`src/rtl/bitstream_pkg.sv`:
```
// Shared types, LFSR tap table and seed helper for the stochastic engine.
package bitstream_pkg;

   typedef enum logic [1:0] {IDLE, LOAD, RUN, DONE} eng_state_t;

   // Maximal-length Fibonacci tap masks, bit k set means tap at stage k+1
   localparam logic [15:0] LFSR_TAPS [4:16] = '{
      16'h000C, 16'h0014, 16'h0030, 16'h0060, 16'h00B8,
      16'h0110, 16'h0240, 16'h0500, 16'h0829, 16'h100D,
      16'h2015, 16'h6000, 16'hD008
   };

   function automatic logic [15:0] lfsr_seed(input int width, input int ch);
      logic [15:0] ones;
      ones = 16'((32'd1 << width) - 1);
      return ones - 16'(2 * ch);
   endfunction

endpackage

```
`src/rtl/bitstream_sng.sv`:
```
// Stochastic number generator: LFSR plus unsigned comparator.
module bitstream_sng
   import bitstream_pkg::*;
#(
   parameter int                DATA_W = 8,
   parameter logic [DATA_W-1:0] SEED   = '1
) (
   input  logic              clk,
   input  logic              n_rst,
   input  logic              load,
   input  logic              step,
   input  logic [DATA_W-1:0] operand,
   output logic              bit_out
);

   localparam logic [DATA_W-1:0] TAPS = DATA_W'(LFSR_TAPS[DATA_W]);

   logic [DATA_W-1:0] lfsr_q, lfsr_d;

   always_comb begin
      lfsr_d = lfsr_q;
      if (load)
         lfsr_d = SEED;
      else if (step)
         lfsr_d = {lfsr_q[DATA_W-2:0], ^(lfsr_q & TAPS)};
   end

   always_ff @(posedge clk or negedge n_rst) begin
      if (!n_rst)
         lfsr_q <= SEED;
      else
         lfsr_q <= lfsr_d;
   end

   assign bit_out = operand > lfsr_q;

endmodule

```
`src/rtl/stochastic_eval_engine.sv`:
```
// Stochastic evaluation engine: operand latch, SNG bank, combiner,
// ones counter and start/busy/done sequencing.
module stochastic_eval_engine
   import bitstream_pkg::*;
#(
   parameter int N_IN       = 2,
   parameter int DATA_W     = 8,
   parameter int STREAM_LEN = 255,
   parameter int MODE       = 0
) (
   input  logic                             clk,
   input  logic                             n_rst,
   input  logic                             start,
   input  logic [N_IN*DATA_W-1:0]           data_in,
   output logic                             busy,
   output logic                             done,
   output logic                             result_valid,
   output logic [$clog2(STREAM_LEN+1)-1:0]  result,
   output logic                             stream_out
);

   localparam int RES_W = $clog2(STREAM_LEN + 1);
   localparam int RR_W  = (N_IN > 1) ? $clog2(N_IN) : 1;

   eng_state_t               state_q, state_d;
   logic [N_IN*DATA_W-1:0]   ops_q, ops_d;
   logic [RES_W-1:0]         cnt_q, cnt_d;
   logic [RES_W-1:0]         cyc_q, cyc_d;
   logic [RES_W-1:0]         result_q, result_d;
   logic [RR_W-1:0]          rr_q, rr_d;
   logic                     busy_q, busy_d;
   logic                     done_q, done_d;
   logic                     valid_q, valid_d;
   logic [N_IN-1:0]          bits;
   logic                     comb_bit;

   for (genvar g = 0; g < N_IN; g++) begin : g_sng
      bitstream_sng #(
         .DATA_W (DATA_W),
         .SEED   (DATA_W'(lfsr_seed(DATA_W, g)))
      ) u_sng (
         .clk     (clk),
         .n_rst   (n_rst),
         .load    (state_q == LOAD),
         .step    (state_q == RUN),
         .operand (ops_q[g*DATA_W +: DATA_W]),
         .bit_out (bits[g])
      );
   end

   always_comb begin
      comb_bit = 1'b0;
      if (MODE == 0)
         comb_bit = &bits;
      else
         comb_bit = bits[rr_q];
   end

   assign stream_out = (state_q == RUN) && comb_bit;

   always_comb begin
      state_d  = state_q;
      ops_d    = ops_q;
      cnt_d    = cnt_q;
      cyc_d    = cyc_q;
      rr_d     = rr_q;
      result_d = result_q;
      busy_d   = busy_q;
      valid_d  = valid_q;
      done_d   = 1'b0;
      unique case (state_q)
         IDLE: begin
            if (start) begin
               state_d = LOAD;
               ops_d   = data_in;
               busy_d  = 1'b1;
               valid_d = 1'b0;
            end
         end
         LOAD: begin
            state_d = RUN;
            cnt_d   = '0;
            cyc_d   = '0;
            rr_d    = '0;
         end
         RUN: begin
            cnt_d = cnt_q + RES_W'(comb_bit);
            cyc_d = cyc_q + 1'b1;
            rr_d  = (rr_q == RR_W'(N_IN - 1)) ? '0 : rr_q + 1'b1;
            // Publish on the last RUN edge so result is valid with done
            if (cyc_q == RES_W'(STREAM_LEN - 1)) begin
               state_d  = DONE;
               result_d = cnt_d;
               done_d   = 1'b1;
               valid_d  = 1'b1;
            end
         end
         DONE: begin
            state_d = IDLE;
            busy_d  = 1'b0;
         end
         default: state_d = IDLE;
      endcase
   end

   always_ff @(posedge clk or negedge n_rst) begin
      if (!n_rst) begin
         state_q  <= IDLE;
         ops_q    <= '0;
         cnt_q    <= '0;
         cyc_q    <= '0;
         rr_q     <= '0;
         result_q <= '0;
         busy_q   <= 1'b0;
         done_q   <= 1'b0;
         valid_q  <= 1'b0;
      end else begin
         state_q  <= state_d;
         ops_q    <= ops_d;
         cnt_q    <= cnt_d;
         cyc_q    <= cyc_d;
         rr_q     <= rr_d;
         result_q <= result_d;
         busy_q   <= busy_d;
         done_q   <= done_d;
         valid_q  <= valid_d;
      end
   end

   assign busy         = busy_q;
   assign done         = done_q;
   assign result_valid = valid_q;
   assign result       = result_q;

endmodule

```
`config.mk`:
```
export PLATFORM = sky130hd
export DESIGN_NAME = stochastic_eval_engine
export DESIGN_NICKNAME = d
export VERILOG_FILES = /design/src/rtl/bitstream_pkg.sv /design/src/rtl/bitstream_sng.sv /design/src/rtl/stochastic_eval_engine.sv
export SDC_FILE = /design/constraint.sdc
export NUM_CORES = 1
export LEC_CHECK = 0
export CAP_MARGIN = 20
export CORE_ASPECT_RATIO = 0.75
export CORE_MARGIN = 10
export CORE_UTILIZATION = 53
export DETAILED_ROUTE_END_ITERATION = 8
export PLACE_DENSITY = 0.75
export SLEW_MARGIN = 20
export SYNTH_ARGS = -nofsm -noshare
export SYNTH_HDL_FRONTEND = slang
export SYNTH_SLANG_ARGS = --single-unit
```
`constraint.sdc`:
```
create_clock -name clk -period 3.72 [get_ports clk]
set_input_delay 0.744 -clock clk [delete_from_list [all_inputs] [get_ports clk]]
set_output_delay 0.744 -clock clk [all_outputs]
set_load 0.01 [all_outputs]
```
==> results of run 1 <==
[registers in the layout, indices dropped and copies added (netlist names)]
signal / count
done: 1
cnt_q: 8
g_sng.u_sng.lfsr_q: 16
ops_q: 16
result_valid: 1
state_q: 2
result: 8
busy: 1
cyc_q: 8
[worst max-delay path, cell delays in order (launching register included)]
cell	delay (ns)
dfstp_2	0.55
inv_1	0.06
ha_1	0.32
a41o_1	0.20
a21oi_1	0.04
a311o_1	0.35
a211oi_1	0.28
clkdlybuf4s50_1	0.60
[layout make-up]
type / count / area, um2 / share of cell area
inverters: 24 / 90.1 / 0.0246
repair buffers: 32 / 310 / 0.0846
clock buffers: 10 / 138 / 0.0375
well taps: 78 / 97.6 / 0.0266
multi-input cells: 202 / 1430 / 0.388
clock inverters: 6 / 62.6 / 0.0171
flip-flops and latches: 61 / 1550 / 0.421
[per-stage QoR]
step | setup WS, ns | std cells | instance area [um2] | power, mW
floorplan | 1.05 | 298 | 3120 | 2.11
global placement | 0.620 | 397 | 3470 | 2.40
detailed placement | 0.592 | 397 | 3470 | 2.46
CTS | 0.207 | 413 | 3670 | 3.07
global route | 0.129 | 413 | 3670 | 3.32
finish | 0.228 | 413 | 3670 | 3.04
[where the power goes]
| group | switching (mW) | total, mW | internal, mW |
|---|---|---|---|
| clock | 0.261 | 0.587 | 0.326 |
| sequential | 0.144 | 1.09 | 0.950 |
| combinational | 0.778 | 1.36 | 0.584 |
[how the worst max path moves through the flow]
stage                                   from    endpoint  slack (ns)
global placement    g_sng[1].u_sng.lfsr_q[5]  stream_out        0.62
finish              g_sng[1].u_sng.lfsr_q[5]  stream_out        0.23
global route        g_sng[1].u_sng.lfsr_q[5]  stream_out        0.13
floorplan           g_sng[1].u_sng.lfsr_q[5]    cnt_q[6]        1.05
detailed placement  g_sng[1].u_sng.lfsr_q[7]  stream_out        0.59
CTS                 g_sng[1].u_sng.lfsr_q[7]  stream_out        0.21
[synthesized netlist by cell type, drive strengths merged, types with 2 or more instances]
| cell type | number |
|---|---|
| o211ai | 2 |
| nand4 | 6 |
| nand2 | 22 |
| a21oi | 13 |
| nor3 | 5 |
| nor2 | 9 |
| dfstp | 15 |
| or3 | 3 |
| nand3b | 2 |
| nand3 | 10 |
| a21o | 5 |
| nor2b | 5 |
| a22o | 2 |
| xor2 | 5 |
| buf | 3 |
| dfrtp | 46 |
| o21ai | 50 |
| clkbuf | 8 |
| ha | 24 |
| mux2 | 19 |
| xnor2 | 8 |
| inv | 24 |
| and3 | 2 |
[logic make-up after synthesis]
family / after synthesis / synth area share
simple gates: 65 / 0.101
flops: 61 / 0.495
mux: 20 / 0.0741
xor+xnor: 13 / 0.0365
fa+ha+maj: 24 / 0.0962
compound gates: 80 / 0.149
buf+inv: 35 / 0.0485
[per-layer routing]
metal / wire length, um / track usage / up-vias
met5: 0 / 0 / -
met4: 65 / 0.0466 / 0
met3: 360 / 0.0497 / 7
met2: 2660 / 0.211 / 48
met1: 2910 / 0.182 / 1047
li1: - / - / 1108
==> results.tsv, run 1 <==
metric	value	unit
outcome	finished, final reports clean	
cts_made_buffers	9	
rsz0062_at_grt	no	
syn_avg_cell_area	10.5	um2
cp-end-kind	output port	
wl	6.00	mm
yosysSeqAreaShare	0.495	
synth_area	3120	um2
synth_nets	341	
power_density	829	nW/um2
via_per_inst	5.35	
antenna_found_initial	0	
insertion_delay	0.34	ns
drtIter0Drc	88	
vias	2210	
synth-seq-cells	61	
die_w	109	um
cts_resized	0	
nets	373	
cp.required	2.98	ns
synthArstFlopShare	1.00	
min_period	3.49	ns
wire_per_inst	14.5	um
clock-sinks	61	
relSlewSlack	0.444	
layout_commonest_cell	dfrtp_1	
yosys_warnings	0	
die_y	86.5	um
nFillCells	478	
routabilityCongestion	0.799	
ios	31	
port-buffer-count	30	
synth_edf_count	0	
postCtsSetupRepairBufs	0	
htreeDepth	3	
finalSetupViolCount	0	
rows	24	
synth_top_cell_area_share	0.369	
r2r_end	cnt_q[6]	
criticalPathCategory	reg2out	
antenna_cells	0	
finalHoldViolCount	0	
synth_area_leaders	dfrtp_1 (37%), dfstp_2 (13%), ha_1 (9.6%), o21ai_0 (7.1%), mux2_2 (6.1%)	
core_area	5770	um2
final_cell_mix	dfrtp_1 (46), o21ai_0 (44), clkdlybuf4s50_1 (29)	
crit_path_start_kind	register	
cp_max_fo	3	
hp-class	in2async	
clk_pin_slew	0.07	ns
r2r_setup_slack	0.71	ns
maxCapViolations	0	
cts_buffer_depth	2	
setup_tns	0	ns
start_util	0.541	
worst_ep_arrival_time	2.75	ns
clock_skew	0.00767	ns
cts_tree	yes	
synth_area_leader_cell	dfrtp_1	
overflow	0	
max_freq	286	MHz
grt_pass1_wl	10.5	mm
power.leakage	1.64	nW
drc_errors	0	
vdd_ir_drop_max	413	uV
ys.flop_type	dfrtp_1	
grt_max_degree	42	
fin_util	0.636	
die_area	9390	um2
hpwlAfterDp	4.40	mm
synthCells	298	
first_pass_iters	4	
cts_hold_buf	0	
tightest_slew	0.834	ns
drtAntennaViolNets	0	
drv_slew	0	
worstReg2RegStart	g_sng[1].u_sng.lfsr_q[5]	
drive_above_1_share	0.179	
whs	0.353	ns
r2r_cells	12	
finalCritPeriodShare	0.939	
syn2layout_area_growth	17.5	%
grt_pass1_vias	2253	
synth_cell_types	41	
root_buffer	clkbuf_8	
track_usage	0.140	
Note: power is estimated with default switching activity, not from simulation.
==> run 2: changes to the inputs <==
CORE_MARGIN = 2   (was 10)
PLACE_DENSITY = unset   (was 0.75)
PLACE_DENSITY_LB_ADDON = 0.12   (was unset)
==> run 2 against run 1 <==
Sequential share of layout area is 0.072 points higher. Die area down 31%. Sequential power about the same. Clock-buffer cell count rose by 1. Final cell count unchanged. Combinational power about the same. Wire length is 6.6% lower. Flip-flop and latch count did not move.
==> results.tsv, run 2 (same netlist as run 1, synthesis figures left out) <==
metric	value	unit	change
vias	2188		-1.0%
relSlewSlack	0.508		+0.0645
finalCritPeriodShare	0.947		+0.00827
port-buffer-count	30		unchanged
power.leakage	1.64	nW	-0.14%
tightest_slew	0.736	ns	-0.0985 ns
die_y	70.5	um	-19%
crit_slowest_cell	clkdlybuf4s50_1		
layout_commonest_cell	dfrtp_1		
hp-class	in2async		
maxCapViolations	0		unchanged
grt_pass1_vias	2079		-7.7%
antenna_cells	0		unchanged
syn2layout_area_growth	17.3	%	
nets	373		unchanged
grt_max_degree	55		+31%
postCtsSetupRepairBufs	0		unchanged
crit_chain	inv_1, ha_1, a211o_1, a21oi_1, a311o_1, a211oi_1, clkdlybuf4s50_1		
rsz0062_at_grt	no		
antenna_found_initial	0		unchanged
core_area	5770	um2	unchanged
cts_hold_buf	0		unchanged
crit_path_start_kind	register		
finalSetupViolCount	0		unchanged
hpwlAfterDp	3.86	mm	-12%
cts_tree	yes		
reg_top3	g_sng.u_sng.lfsr_q (16), ops_q (16)		
final_cell_mix	dfrtp_1 (46), o21ai_0 (44), clkdlybuf4s50_1 (29)		
clock-sinks	61		unchanged
seq_area	1550	um2	unchanged
worst_ep_arrival_time	2.78	ns	+0.03 ns
drc_errors	0		unchanged
track_usage	0.193		+0.0532
die_area	6530	um2	-31%
cts_buffer_depth	2		unchanged
max_stage_delay	0.60	ns	about the same
first_pass_iters	4		unchanged
drive_above_1_share	0.176		-0.00299
outcome	finished, final reports clean		
finalHoldViolCount	0		unchanged
cts_made_buffers	9		unchanged
ios	31		unchanged
setup_tns	0	ns	unchanged
die_w	92.6	um	-15%
cp.required	2.98	ns	about the same
whs	0.411	ns	+0.0582 ns
criticalPathCategory	reg2out		
routabilityCongestion	0.834		+4.4%
max_freq	284	MHz	-0.87%
wl	5.61	mm	-6.6%
vdd_ir_drop_max	420	uV	+1.6%
cts_resized	0		unchanged
drtIter0Drc	74		-16%
clock_skew	0.00552	ns	-0.00215 ns
grt_pass1_wl	9.67	mm	-8.2%
root_buffer	clkbuf_8		
htreeDepth	3		unchanged
rows	24		unchanged
drtAntennaViolNets	0		unchanged
start_util	0.541		unchanged
via_per_inst	5.30		-1.0%
nFillCells	489		+2.3%
clk_pin_slew	0.06	ns	about the same
insertion_delay	0.34	ns	about the same
cp_max_fo	3		unchanged
min_period	3.52	ns	+0.0308 ns
power_density	819	nW/um2	-1.2%
cp-end-kind	output port		
overflow	0		unchanged
wire_per_inst	13.6	um	-6.6%
multi_input_area	1430	um2	unchanged
drv_slew	0		unchanged
pre_cts_slack	0.588	ns	-0.00403 ns
fin_ws	0.197	ns	-0.0308 ns
-- run 2: report_power, final --
group | total, mW | switching [mW] | internal, mW
Combinational | 1.33 | 0.756 | 0.578
Clock | 0.568 | 0.245 | 0.323
Sequential | 1.10 | 0.149 | 0.950
-- run 2: cell type report --
cell class / count / share of cell area
clock inverter: 5 / 0.0137
timing repair buffer: 32 / 0.0854
multi-input combinational: 202 / 0.389
inverter: 24 / 0.0246
clock buffer: 11 / 0.0386
sequential: 61 / 0.422
tap: 78 / 0.0266
-- run 2: worst paths after layout --
check	from	cells past startpoint	slack, ns	endpoint
setup / recovery	g_sng[1].u_sng.lfsr_q[5]	7	0.20	stream_out
hold / removal	n_rst	1	0.41	ops_q[3]
setup reg to reg	g_sng[1].u_sng.lfsr_q[5]	12	0.76	cnt_q[6]
hold reg to reg	result[4]	2	0.48	result[4]
max in group asynchronous	n_rst	2	2.63	g_sng[1].u_sng.lfsr_q[0]
min in group clk	result[4]	2	0.48	result[4]
-- run 2: per-layer routing --
metal,GRT usage,share of wire
met3,0.0712,0.055
met2,0.269,0.41
met1,0.282,0.53
met5,0,0
met4,0.0539,0.012
-- run 2: worst max-delay path, delay by kind of cell (launching register included) --
kind                     cells  cell delay [ns]
AO/OA/AOI/OAI                4             0.92
adder cells (fa/ha/maj)      1             0.31
buffers and inverters        2             0.66
flip-flops                   1             0.54
-- run 2: stage by stage --
step | total power, mW | util | instances | area, um2
6_report | 3.00 | 0.635 | 413 | 3660
5_1_grt | 3.28 | 0.635 | 413 | 3660
4_1_cts | 3.02 | 0.635 | 413 | 3660
3_5_place_dp | 2.43 | 0.602 | 397 | 3470
3_3_place_gp | 2.41 | 0.602 | 397 | 3470
2_1_floorplan | 2.11 | - | 298 | 3120
